File: src/rtl/fp_addsub_pipe_if.sv
// Operand/result handshake bundle for the pipelined FP add/subtract unit.
// Carries the input operand pair with its valid/ready and the result with its valid/ready.
// master drives operands and result-ready; slave (the unit) drives in_rdy and the result.
interface fp_addsub_pipe_if #(
  parameter int EXP_W = 8,
  parameter int MAN_W = 23
);
  localparam int W = 1 + EXP_W + MAN_W;

  logic         in_vld;
  logic         in_rdy;
  logic [W-1:0] in_a;
  logic [W-1:0] in_b;
  logic         in_sub;
  logic         out_vld;
  logic         out_rdy;
  logic [W-1:0] out_res;
  logic         out_nan;
  logic         out_ofl;

  modport master (
    output in_vld, in_a, in_b, in_sub, out_rdy,
    input  in_rdy, out_vld, out_res, out_nan, out_ofl
  );

  modport slave (
    input  in_vld, in_a, in_b, in_sub, out_rdy,
    output in_rdy, out_vld, out_res, out_nan, out_ofl
  );
endinterface

File: src/rtl/fp_addsub_pipe.sv
// Purpose: parametrised 3-stage FP add/subtract (S1 align, S2 add, S3 normalise/pack) with NaN/overflow flags.
// Latency: 3 cycles, 1 op/cycle; optional round-to-nearest-even when FP_ADDSUB_RNE_EN is defined (else truncation).
// Backpressure: global stall when out_vld & ~out_rdy; every stage holds and in_rdy drops.
module fp_addsub_pipe #(
  parameter int EXP_W = 8,
  parameter int MAN_W = 23
) (
  input  logic            clk,
  input  logic            rst,
  fp_addsub_pipe_if.slave bus
);
  localparam int W  = 1 + EXP_W + MAN_W;
  localparam int SW = MAN_W + 4;  // hidden + mantissa + guard/round/sticky
  localparam int AW = MAN_W + 5;  // SW plus carry-out
  localparam logic [EXP_W-1:0] EMAX = '1;
  localparam logic [W-1:0]     QNAN = {1'b0, {EXP_W{1'b1}}, 1'b1, {(MAN_W-1){1'b0}}};
`ifdef FP_ADDSUB_RNE_EN
  localparam logic RNE = 1'b1;
`else
  localparam logic RNE = 1'b0;
`endif

  function automatic logic [31:0] f_lzc(input logic [SW-1:0] v);
    logic [31:0] n;
    logic        found;
    n     = 32'(SW);
    found = 1'b0;
    for (int i = SW - 1; i >= 0; i--) begin
      if (!found && v[i]) begin
        n     = 32'(SW - 1 - i);
        found = 1'b1;
      end
    end
    return n;
  endfunction

  // pipeline registers
  logic             r1_vld, r2_vld, r3_vld;
  logic             r1_sx, r1_sy, r1_spec, r1_nan;
  logic [EXP_W-1:0] r1_ex;
  logic [SW-1:0]    r1_sigx, r1_sigy;
  logic [W-1:0]     r1_sres;
  logic             r2_sign, r2_spec, r2_nan;
  logic [EXP_W-1:0] r2_ex;
  logic [AW-1:0]    r2_sum;
  logic [W-1:0]     r2_sres;
  logic [W-1:0]     r3_res;
  logic             r3_nan, r3_ofl;

  logic w_stall;
  assign w_stall     = r3_vld & ~bus.out_rdy;
  assign bus.in_rdy  = ~w_stall;
  assign bus.out_vld = r3_vld;
  assign bus.out_res = r3_res;
  assign bus.out_nan = r3_nan;
  assign bus.out_ofl = r3_ofl;

  // ---------------- S1: unpack, classify specials, align ----------------
  logic             w_sa, w_sb, w_a_inf, w_b_inf, w_a_nan, w_b_nan, w_a_zero, w_b_zero;
  logic [EXP_W-1:0] w_ea, w_eb, w_ea_eff, w_eb_eff, w_ex, w_ey, w_diff;
  logic [MAN_W-1:0] w_ma, w_mb;
  logic [SW-1:0]    w_siga, w_sigb, w_sigx, w_sigy, w_sh, w_sigy_al;
  logic             w_sx, w_sy, w_lost, w_nan1, w_spec1;
  logic [W-1:0]     w_sres1;

  // Classify operands, pick the larger-exponent operand and shift the other into GRS range.
  always_comb begin
    w_sa     = bus.in_a[W-1];
    w_sb     = bus.in_b[W-1] ^ bus.in_sub;
    w_ea     = bus.in_a[W-2:MAN_W];
    w_eb     = bus.in_b[W-2:MAN_W];
    w_ma     = bus.in_a[MAN_W-1:0];
    w_mb     = bus.in_b[MAN_W-1:0];
    w_a_inf  = (&w_ea) & ~(|w_ma);
    w_b_inf  = (&w_eb) & ~(|w_mb);
    w_a_nan  = (&w_ea) & (|w_ma);
    w_b_nan  = (&w_eb) & (|w_mb);
    w_a_zero = ~(|w_ea) & ~(|w_ma);
    w_b_zero = ~(|w_eb) & ~(|w_mb);
    w_ea_eff = (|w_ea) ? w_ea : EXP_W'(1);
    w_eb_eff = (|w_eb) ? w_eb : EXP_W'(1);
    w_siga   = {|w_ea, w_ma, 3'b000};
    w_sigb   = {|w_eb, w_mb, 3'b000};
    if (w_ea_eff >= w_eb_eff) begin
      w_sx = w_sa;  w_ex = w_ea_eff; w_sigx = w_siga;
      w_sy = w_sb;  w_ey = w_eb_eff; w_sigy = w_sigb;
    end else begin
      w_sx = w_sb;  w_ex = w_eb_eff; w_sigx = w_sigb;
      w_sy = w_sa;  w_ey = w_ea_eff; w_sigy = w_siga;
    end
    w_diff = w_ex - w_ey;
    w_sh   = w_sigy >> w_diff;
    w_lost = |(w_sigy & ~({SW{1'b1}} << w_diff));
    if (32'(w_diff) >= 32'(MAN_W + 3)) begin
      w_sigy_al = {{(SW-1){1'b0}}, |w_sigy};
    end else begin
      w_sigy_al = {w_sh[SW-1:1], w_sh[0] | w_lost};
    end

    // Specials bypass the datapath; NaN beats inf beats zero.
    w_nan1  = w_a_nan | w_b_nan | (w_a_inf & w_b_inf & (w_sa != w_sb));
    w_spec1 = w_nan1 | w_a_inf | w_b_inf | w_a_zero | w_b_zero;
    if (w_nan1)                  w_sres1 = QNAN;
    else if (w_a_inf)            w_sres1 = {w_sa, EMAX, {MAN_W{1'b0}}};
    else if (w_b_inf)            w_sres1 = {w_sb, EMAX, {MAN_W{1'b0}}};
    else if (w_a_zero & w_b_zero) w_sres1 = {w_sa & w_sb, {(W-1){1'b0}}};
    else if (w_a_zero)           w_sres1 = {w_sb, w_eb, w_mb};
    else                         w_sres1 = bus.in_a;
  end

  // Stage valids advance together unless the output is stalled.
  always_ff @(posedge clk or posedge rst) begin
    if (rst) begin
      r1_vld <= 1'b0;
      r2_vld <= 1'b0;
      r3_vld <= 1'b0;
    end else if (!w_stall) begin
      r1_vld <= bus.in_vld;
      r2_vld <= r1_vld;
      r3_vld <= r2_vld;
    end
  end

  // S1 data register loads only on an accepted operand pair.
  always_ff @(posedge clk or posedge rst) begin
    if (rst) begin
      r1_sx   <= 1'b0;
      r1_sy   <= 1'b0;
      r1_ex   <= '0;
      r1_sigx <= '0;
      r1_sigy <= '0;
      r1_spec <= 1'b0;
      r1_nan  <= 1'b0;
      r1_sres <= '0;
    end else if (!w_stall && bus.in_vld) begin
      r1_sx   <= w_sx;
      r1_sy   <= w_sy;
      r1_ex   <= w_ex;
      r1_sigx <= w_sigx;
      r1_sigy <= w_sigy_al;
      r1_spec <= w_spec1;
      r1_nan  <= w_nan1;
      r1_sres <= w_sres1;
    end
  end

  // ---------------- S2: signed-magnitude add ----------------
  logic [AW-1:0] w_sum;
  logic          w_sign2;

  // Larger magnitude sets the sign; an exact zero is +0 (-0 + -0 is a special).
  always_comb begin
    if (r1_sx == r1_sy) begin
      w_sum   = {1'b0, r1_sigx} + {1'b0, r1_sigy};
      w_sign2 = r1_sx;
    end else if (r1_sigx >= r1_sigy) begin
      w_sum   = {1'b0, r1_sigx} - {1'b0, r1_sigy};
      w_sign2 = r1_sx;
    end else begin
      w_sum   = {1'b0, r1_sigy} - {1'b0, r1_sigx};
      w_sign2 = r1_sy;
    end
    if (w_sum == '0) w_sign2 = 1'b0;
  end

  // S2 data register loads when S1 holds a valid op and the pipe moves.
  always_ff @(posedge clk or posedge rst) begin
    if (rst) begin
      r2_sign <= 1'b0;
      r2_ex   <= '0;
      r2_sum  <= '0;
      r2_spec <= 1'b0;
      r2_nan  <= 1'b0;
      r2_sres <= '0;
    end else if (!w_stall && r1_vld) begin
      r2_sign <= w_sign2;
      r2_ex   <= r1_ex;
      r2_sum  <= w_sum;
      r2_spec <= r1_spec;
      r2_nan  <= r1_nan;
      r2_sres <= r1_sres;
    end
  end

  // ---------------- S3: normalise, round, pack ----------------
  logic [SW-1:0]    w_norm;
  logic [EXP_W:0]   w_exp_n, w_exp_r;
  logic [31:0]      w_lz, w_lim, w_shamt;
  logic             w_rup, w_hid, w_ofl3;
  logic [MAN_W+1:0] w_sig_r;
  logic [MAN_W-1:0] w_man;
  logic [W-1:0]     w_res3;

  // Carry shifts right; otherwise shift left but never below exponent 1 (denormal floor).
  always_comb begin
    w_lz    = f_lzc(r2_sum[SW-1:0]);
    w_lim   = 32'(r2_ex) - 32'd1;
    w_shamt = '0;
    if (r2_sum[AW-1]) begin
      w_norm  = {r2_sum[AW-1:2], r2_sum[1] | r2_sum[0]};
      w_exp_n = {1'b0, r2_ex} + (EXP_W+1)'(1);
    end else begin
      w_shamt = (w_lz < w_lim) ? w_lz : w_lim;
      w_norm  = r2_sum[SW-1:0] << w_shamt;
      w_exp_n = {1'b0, r2_ex} - (EXP_W+1)'(w_shamt);
    end

    // Round-to-nearest-even on guard with round|sticky|lsb as tie breaker.
    w_rup   = RNE & w_norm[2] & (w_norm[1] | w_norm[0] | w_norm[3]);
    w_sig_r = {1'b0, w_norm[SW-1:3]} + (MAN_W+2)'(w_rup);
    if (w_sig_r[MAN_W+1]) begin
      w_exp_r = w_exp_n + (EXP_W+1)'(1);
      w_man   = w_sig_r[MAN_W:1];
      w_hid   = 1'b1;
    end else begin
      w_exp_r = w_exp_n;
      w_man   = w_sig_r[MAN_W-1:0];
      w_hid   = w_sig_r[MAN_W];
    end

    w_ofl3 = (w_exp_r >= {1'b0, EMAX});
    if (w_ofl3) begin
      w_res3 = {r2_sign, EMAX, {MAN_W{1'b0}}};
    end else begin
      w_res3 = {r2_sign, (w_hid ? w_exp_r[EXP_W-1:0] : {EXP_W{1'b0}}), w_man};
    end
  end

  // Output register loads when S2 holds a valid op; holds while stalled.
  always_ff @(posedge clk or posedge rst) begin
    if (rst) begin
      r3_res <= '0;
      r3_nan <= 1'b0;
      r3_ofl <= 1'b0;
    end else if (!w_stall && r2_vld) begin
      if (r2_spec) begin
        r3_res <= r2_sres;
        r3_nan <= r2_nan;
        r3_ofl <= 1'b0;
      end else begin
        r3_res <= w_res3;
        r3_nan <= 1'b0;
        r3_ofl <= w_ofl3;
      end
    end
  end
endmodule

File: src/flat_wrapper.sv
// flat-port wrapper written by rule: the top's interface ports become plain ports
module fp_addsub_pipe_flat 
#(
  parameter int EXP_W = 8,
  parameter int MAN_W = 23
)
  (clk, rst, bus_in_vld, bus_in_a, bus_in_b, bus_in_sub, bus_out_rdy, bus_in_rdy, bus_out_vld, bus_out_res, bus_out_nan, bus_out_ofl);
  fp_addsub_pipe_if #(.EXP_W(EXP_W), .MAN_W(MAN_W)) bus_i ();
  input  logic clk;
  input  logic rst;
  input wire logic [$bits(bus_i.in_vld)-1:0] bus_in_vld;
  input wire logic [$bits(bus_i.in_a)-1:0] bus_in_a;
  input wire logic [$bits(bus_i.in_b)-1:0] bus_in_b;
  input wire logic [$bits(bus_i.in_sub)-1:0] bus_in_sub;
  input wire logic [$bits(bus_i.out_rdy)-1:0] bus_out_rdy;
  output wire logic [$bits(bus_i.in_rdy)-1:0] bus_in_rdy;
  output wire logic [$bits(bus_i.out_vld)-1:0] bus_out_vld;
  output wire logic [$bits(bus_i.out_res)-1:0] bus_out_res;
  output wire logic [$bits(bus_i.out_nan)-1:0] bus_out_nan;
  output wire logic [$bits(bus_i.out_ofl)-1:0] bus_out_ofl;
  assign bus_i.in_vld = bus_in_vld;
  assign bus_i.in_a = bus_in_a;
  assign bus_i.in_b = bus_in_b;
  assign bus_i.in_sub = bus_in_sub;
  assign bus_i.out_rdy = bus_out_rdy;
  assign bus_in_rdy = bus_i.in_rdy;
  assign bus_out_vld = bus_i.out_vld;
  assign bus_out_res = bus_i.out_res;
  assign bus_out_nan = bus_i.out_nan;
  assign bus_out_ofl = bus_i.out_ofl;
  fp_addsub_pipe #(.EXP_W(EXP_W), .MAN_W(MAN_W)) u_core (.clk(clk), .rst(rst), .bus(bus_i));
endmodule
File: config.mk
export PLATFORM = sky130hd
export DESIGN_NAME = fp_addsub_pipe_flat
export DESIGN_NICKNAME = d
export VERILOG_FILES = /design/src/rtl/fp_addsub_pipe_if.sv /design/src/rtl/fp_addsub_pipe.sv /design/src/flat_wrapper.sv
export SDC_FILE = /design/constraint.sdc
export NUM_CORES = 1
export LEC_CHECK = 0
export ABC_AREA = 1
export CAP_MARGIN = 5
export CORE_MARGIN = 2
export CORE_UTILIZATION = 60
export DETAILED_ROUTE_END_ITERATION = 8
export PLACE_DENSITY_LB_ADDON = 0.08
export REMOVE_ABC_BUFFERS = 1
export SETUP_SLACK_MARGIN = 0.5
export SYNTH_ARGS = -nofsm -noshare
export SYNTH_HDL_FRONTEND = slang
export SYNTH_SLANG_ARGS = --single-unit
File: constraint.sdc
create_clock -name clk -period 9.9 [get_ports clk]
set_input_delay 1.98 -clock clk [delete_from_list [all_inputs] [get_ports clk]]
set_output_delay 1.98 -clock clk [all_outputs]
set_load 0.1 [all_outputs]
==> results.ini, run 1 <==
[setup_path]
crit_fanout = 85
endpoint_kind = flip-flop
critical_path_class = input port to flip-flop
cp.arrival_ps = 8570
required_ps = 10240
ff2ff_setup_slack_ps = 3510
critPathLaunchType = input port

[sta]
finalSetupTns_ps = 0
max_freq_mhz = 122
setup_violations = 0
maxSlewViolCount = 0
slew-limit-headroom_pct = 33.0
hold_viol_final = 0
period_share_pct = 83.1
finalCriticalPeriod_ps = 8230
rsz0062_at_grt = no
finalClockSkew_ps = 12.0
worst_pin_slew_ps = 1000

[synthesis]
synth_seq_cells = 203
netlist_instances = 2560
ys_seq_area_share_pct = 30.0
yosysTopAreaCellShare_pct = 30.0
async_reset_ff_share_pct = 100
synth_fa_ha_area_share_pct = 7.31
synth_edf_count = 0
synth-simple-area-share_pct = 28.1
synth_xor_area_share_pct = 2.23
synth_top_family_by_area = simple AND/OR/NAND/NOR gates
synth-main-ff-cell = dfrtp_1
synth_area_leaders = dfrtp_1, nand2_1, o21ai_0, ha_1, inv_1
yosysWarnings = 0
postSynthAreaPerCell_um2 = 6.60
synth.area.mux_share_pct = 0.178
yosysTopAreaCell = dfrtp_1
post_synth_instance_area_mm2 = 0.0169
synth_compound_area_share_pct = 21.9
yosys.cell_types.count = 61

[grt]
grt_max_degree = 124
grt_pass1_wl_mm = 91.9
grtUsageTotal_pct = 39.9
grt.overflow.total = 0
antenna_found_initial = 0
grt_pass1_vias = 17000

[job]
drv_cap = 0

[floorplanning]
start_util_pct = 60.8
ios = 105
die_area_mm2 = 0.0295
core_area_mm2 = 0.0278
die_w_um = 172
std_cell_rows = 61
die_h_um = 172

[drt]
drc = 0
totalWireLength_mm = 60.0
drt_iter0_drc = 2468
dr_total_vias = 18800
wl_per_cell_um = 20.3
ant_nets = 0
dr.pass1.iters = 8
viasPerCell = 6.35

[run_status]
status = finished, final reports clean

[power]
p_leak_nw = 8.94
ir_drop_v = 0.000182
power_density_mw_per_mm2 = 383

[cells_and_area]
syn_to_final_growth_pct = 10.7
drive_above_1_share_pct = 4.50
final_nets = 2732
fin_cells = 2958
antenna_cells = 0

[clock_network]
cts_made_buffers = 22
path_clk_slew_ps = 70
cts_hold_buf = 0
clk_latency_ps = 520
clockBufferDepth = 3
cts.sinks = 203
cts_setup_buffers = 0
htreeDepth = 1
cts_resized = 0
root_buffer = clkbuf_16
cts_tree = built

[placed_design]
routabilityCongestion = 1.10
io_buffers = 104
dpl.cell_count = 2920
dp_hpwl_mm = 45.6

[worst_hold_path]
hold_class = flip-flop to flip-flop

metrics by stage:
stage	power (mW)	util [%]	hold WS [ps]	instance area, um^2	setup slack (ps)
floorplan	4.84	-	432	16300	1900
global placement	6.09	64.8	455	18000	1520
detailed placement	6.19	64.8	463	18000	1410
CTS	7.01	67.4	479	18700	1890
global route	7.67	67.4	509	18700	1170
finish	7.18	67.4	479	18700	1670
area by class of cell:
class                   count  area, um^2
clock inverters             7        56.3
fillers                  2520        9060
well taps                 378         473
multi-input cells        1909       10100
flip-flops and latches    203        5080
inverters                 306        1160
repair buffers            124        1190
clock buffers              31         654
worst max-delay path: stages:
cell	delay, ps
clkdlybuf4s50_1	530
nor4_1	350
nand4_1	210
inv_1	170
nor2_1	70
ha_1	840
nand4_1	220
nand3_2	330
buf_4	610
nand2_1	140
o211ai_1	170
nand2_1	80
a21boi_1	180
o21ai_0	100
nand2_1	80
nand2_1	60
xor2_1	150
nand2_1	270
clkinv_1	510
nand3_1	240
o21ai_1	100
nand2_1	350
inv_1	100
nand2_1	470
o32ai_1	220
cell usage after synthesis (5+ instances only):
cell type,count
nor3_1,18
a31oi_1,23
o31ai_1,6
nand4_1,33
dfrtp_1,203
a21oi_2,6
o21a_1,6
nand2_2,12
o22ai_1,50
xnor2_1,6
nand3_1,205
inv_2,6
nor4_1,14
clkbuf_1,115
xor2_1,37
o21ai_0,291
o2111ai_1,8
buf_1,11
nand2_1,603
o32ai_1,6
inv_1,296
nor2_1,183
nor2_2,5
nor2_4,5
buf_2,13
o211ai_1,17
a21oi_1,215
ha_1,94
layout by cell type (no fill, tap or decap), drive strengths merged, types with 5 or more instances in the layout:
cell	netlist	final
o2111ai	8	8
nor2	193	193
nand3	210	210
o32ai	6	6
o21ai	297	297
o22ai	50	50
a21oi	221	221
inv	303	304
buf	27	20
clkinv	3	8
clkbuf	115	31
clkdlybuf4s50	0	104
nand4	36	36
xor2	37	37
nor3	18	18
dfrtp	203	203
o21a	6	6
xnor2	6	6
o31ai	6	6
nand2	619	619
a31oi	23	23
nor4	15	15
a21boi	5	5
o211ai	17	17
ha	94	94
per-layer routing:
metal / wire length [um] / GRT usage, % / vias to the layer above
li1: - / - / 8554
met2: 26200 / 61.4 / 1323
met3: 7040 / 7.00 / 219
met1: 22900 / 53.5 / 8701
met4: 3750 / 22.0 / 0
met5: 0 / 0 / -
power breakdown:
group / internal (mW) / leakage [nW] / switching (mW) / total [mW]
clock: 0.462 / 0.351 / 0.341 / 0.803
combinational: 1.41 / 6.08 / 3.56 / 4.97
sequential: 1.13 / 2.51 / 0.270 / 1.40
cell families (layout without fill, tap and decap cells):
kind of cell             after synthesis  count (layout)
AND/OR/NAND/NOR                     1099            1099
AO/OA/AOI/OAI                        667             667
buffers and inverters                448             468
flip-flops                           203             203
adder cells (fa/ha/maj)               97              97
XOR/XNOR                              43              43
multiplexers                           3               3
final timing paths:
| kind | from | end | cells past startpoint |
|---|---|---|---|
| hold / removal | u_core.bus.out_res[27] | u_core.bus.out_res[27] | 2 |
| min in group asynchronous | rst | u_core.r1_sigx[25] | 2 |
| hold reg to reg | u_core.bus.out_res[27] | u_core.bus.out_res[27] | 2 |
| max in group asynchronous | rst | u_core.bus.out_res[26] | 3 |
| setup reg to reg | u_core.r2_sum[24] | u_core.bus.out_res[10] | 42 |
| setup / recovery | bus_in_a[23] | u_core.r1_sigy[11] | 25 |
flip-flops by register name, summed over array words and instances, names as in the netlist, 8 cells and up:
name	count
u_core.r1_sigx	24
u_core.r1_sres	32
u_core.r2_ex	8
u_core.r2_sres	32
u_core.bus.out_res	32
u_core.r1_sigy	27
u_core.r1_ex	8
u_core.r2_sum	28
Power figures use the tool's default switching activity.
==> run 2: changes to the inputs <==
--- a/config.mk
+++ b/config.mk
@@ -8,7 +8,7 @@
 export ABC_AREA = 1
 export CAP_MARGIN = 5
 export CORE_MARGIN = 2
-export CORE_UTILIZATION = 60
+export CORE_UTILIZATION = 55
 export DETAILED_ROUTE_END_ITERATION = 8
 export PLACE_DENSITY_LB_ADDON = 0.08
 export REMOVE_ABC_BUFFERS = 1
==> constraint.sdc (replaced) <==
create_clock -name clk -period 7 [get_ports clk]
set_input_delay 1.4 -clock clk [delete_from_list [all_inputs] [get_ports clk]]
set_output_delay 1.4 -clock clk [all_outputs]
set_load 0.1 [all_outputs]
==> results.ini, run 2 (synthesis gave the netlist of run 1 again) <==
[placed_design]
io_buffers = 104  ; unchanged
place_ws_ps = 445  ; was 1410 ps
routabilityCongestion = 1.04  ; was 1.10
dpl.cell_count = 2954  ; was 2,920
dp_hpwl_mm = 46.8  ; was 45.6 mm

[sta]
maxSlewViolCount = 0  ; unchanged
slew-limit-headroom_pct = 19.3  ; was 33.0%
rsz0062_at_grt = no  ; unchanged
hold_viol_final = 0  ; unchanged
setup_ws_ps = 868  ; was 1670 ps
finalCriticalPeriod_ps = 6130
period_share_pct = 87.6
setup_violations = 0  ; unchanged
finalClockSkew_ps = 29.0  ; was 12.0 ps
finalSetupTns_ps = 0  ; unchanged
max_freq_mhz = 163
whs_ps = 476  ; was 479 ps
worst_pin_slew_ps = 1210  ; was 1000 ps

[setup_path]
crit_start = u_core.r2_sum[23]  ; was bus_in_a[23]
crit_fanout = 19  ; was 85
max_stage_delay_ps = 460  ; was 840 ps
endpoint_kind = flip-flop  ; unchanged
critPathLaunchType = flip-flop  ; was input port
cpMaxStageDelayCell = dfrtp_1  ; was ha_1
rr_startpoint = u_core.r2_sum[23]  ; was u_core.r2_sum[24]
cp.arrival_ps = 6550  ; was 8570 ps
required_ps = 7420  ; was 10,240 ps
critical_path_class = flip-flop to flip-flop  ; was input port to flip-flop
worstRegToRegCells = 40  ; was 42

[drt]
viasPerCell = 6.15  ; was 6.35
ant_nets = 0  ; unchanged
dr_total_vias = 18400  ; was 18.8k
drt_iter0_drc = 2412  ; was 2,468
drc = 0  ; unchanged
dr.pass1.iters = 8  ; unchanged
totalWireLength_mm = 61.3  ; was 60.0 mm
wl_per_cell_um = 20.4  ; was 20.3 um

[grt]
grt_pass1_wl_mm = 92.5  ; was 91.9 mm
grt.overflow.total = 0  ; unchanged
grtUsageTotal_pct = 37.1  ; was 39.9%
grt_max_degree = 90  ; was 124
antenna_found_initial = 1  ; was 0
grt_pass1_vias = 16600  ; was 17.0k

[cells_and_area]
syn_to_final_growth_pct = 12.8  ; was 10.7%
fin_cells = 2999  ; was 2,958
final_util_pct = 62.7  ; was 67.4%
final_common_cell = nand2_1  ; unchanged
final_cell_mix = nand2_1, inv_1, o21ai_0  ; unchanged
final_nets = 2752  ; was 2,732
drive_above_1_share_pct = 5.73  ; was 4.50%

[clock_network]
cts_made_buffers = 23  ; was 22
clockBufferDepth = 3  ; unchanged
htreeDepth = 1  ; unchanged
path_clk_slew_ps = 60  ; was 70 ps
cts_tree = built  ; unchanged
root_buffer = clkbuf_16  ; unchanged
cts.sinks = 203  ; unchanged
clk_latency_ps = 540  ; was 520 ps

[worst_hold_path]
hp-start = u_core.bus.out_res[26]  ; was u_core.bus.out_res[27]
worstHoldPathCells = 2  ; unchanged
hold_class = flip-flop to flip-flop  ; unchanged

[floorplanning]
start_util_pct = 55.6  ; was 60.8%
std_cell_rows = 64  ; was 61
die_w_um = 179  ; was 172 um
die_h_um = 179  ; was 172 um
ios = 105  ; unchanged
core_area_mm2 = 0.0304  ; was 0.0278 mm^2
die_area_mm2 = 0.0322  ; was 0.0295 mm^2

[power]
power_density_mw_per_mm2 = 550  ; was 383 mW/mm^2
p_leak_nw = 9.09  ; was 8.94 nW
ir_drop_v = 0.000319  ; was 0.000182 V

[job]
drv_cap = 0  ; unchanged

[run_status]
status = finished, final reports clean  ; unchanged

-- run 2: cell types whose count changed in the layout (fill, tap and decap cells not counted), moves of 4 or more --
cell / delta
buf_4: +17
nor2_2: +4
o21ai_0: -6
clkbuf_1: +4
clkbuf_8: -5
nor2_1: -4
o21ai_1: +5
-- run 2: power by group --
group / switching [mW] / internal (mW)
Clock: 0.509 / 0.743
Combinational: 5.18 / 2.08
Sequential: 0.379 / 1.60
Total: 6.07 / 4.42
-- run 2: layout make-up --
type,instances,area (um^2)
Fill cell,2807,11400
Timing Repair Buffer,141,1320
Inverter,306,1170
Tap cell,396,495
Clock buffer,31,626
Antenna cell,1,2.50
Sequential cell,203,5080
Multi-Input combinational cell,1911,10200
Clock inverter,10,149
-- run 2: metal layers --
metal / vias up / part of all wire, % / global-route usage (%)
li1: 8604 / - / -
met1: 8586 / 40 / 50.9
met2: 1067 / 45 / 58.2
met3: 188 / 9.5 / 4.83
met4: 2 / 5.5 / 17.2
met5: - / 0.020 / 0
-- run 2: critical path, delay by kind of cell, from the launching register on --
family | cells | cell delay (ps)
simple gates | 27 | 3440
compound gates | 7 | 800
fa+ha+maj | 2 | 690
flops | 1 | 460
buf+inv | 3 | 290
xor+xnor | 1 | 290
-- run 2: timing repair --
action / in CTS / in global routing
hold buffers: 0 / 0
endpoints found under the setup margin: 1 / 40
resized for setup: 1 / 29
pin swaps: 0 / 4
cloned: 0 / 2
buffers inserted: 0 / 1
-- run 2: through the flow --
step,cell area (um^2),total power [mW]
6_report,19100,10.5
5_1_grt,19100,11.2
4_1_cts,18900,10.1
3_5_place_dp,18200,8.83
3_3_place_gp,18200,8.73
2_1_floorplan,16300,6.85
-- run 2: final timing paths --
check / endpoint / slack (ps)
worst max-delay path: u_core.bus.out_res[11] / 870
worst min-delay path: u_core.bus.out_res[26] / 480
worst max register to register: u_core.bus.out_res[11] / 870
worst min register to register: u_core.bus.out_res[26] / 480
max in group asynchronous: u_core.r1_sigy[22] / 4270
min in group asynchronous: u_core.bus.out_res[19] / 1330
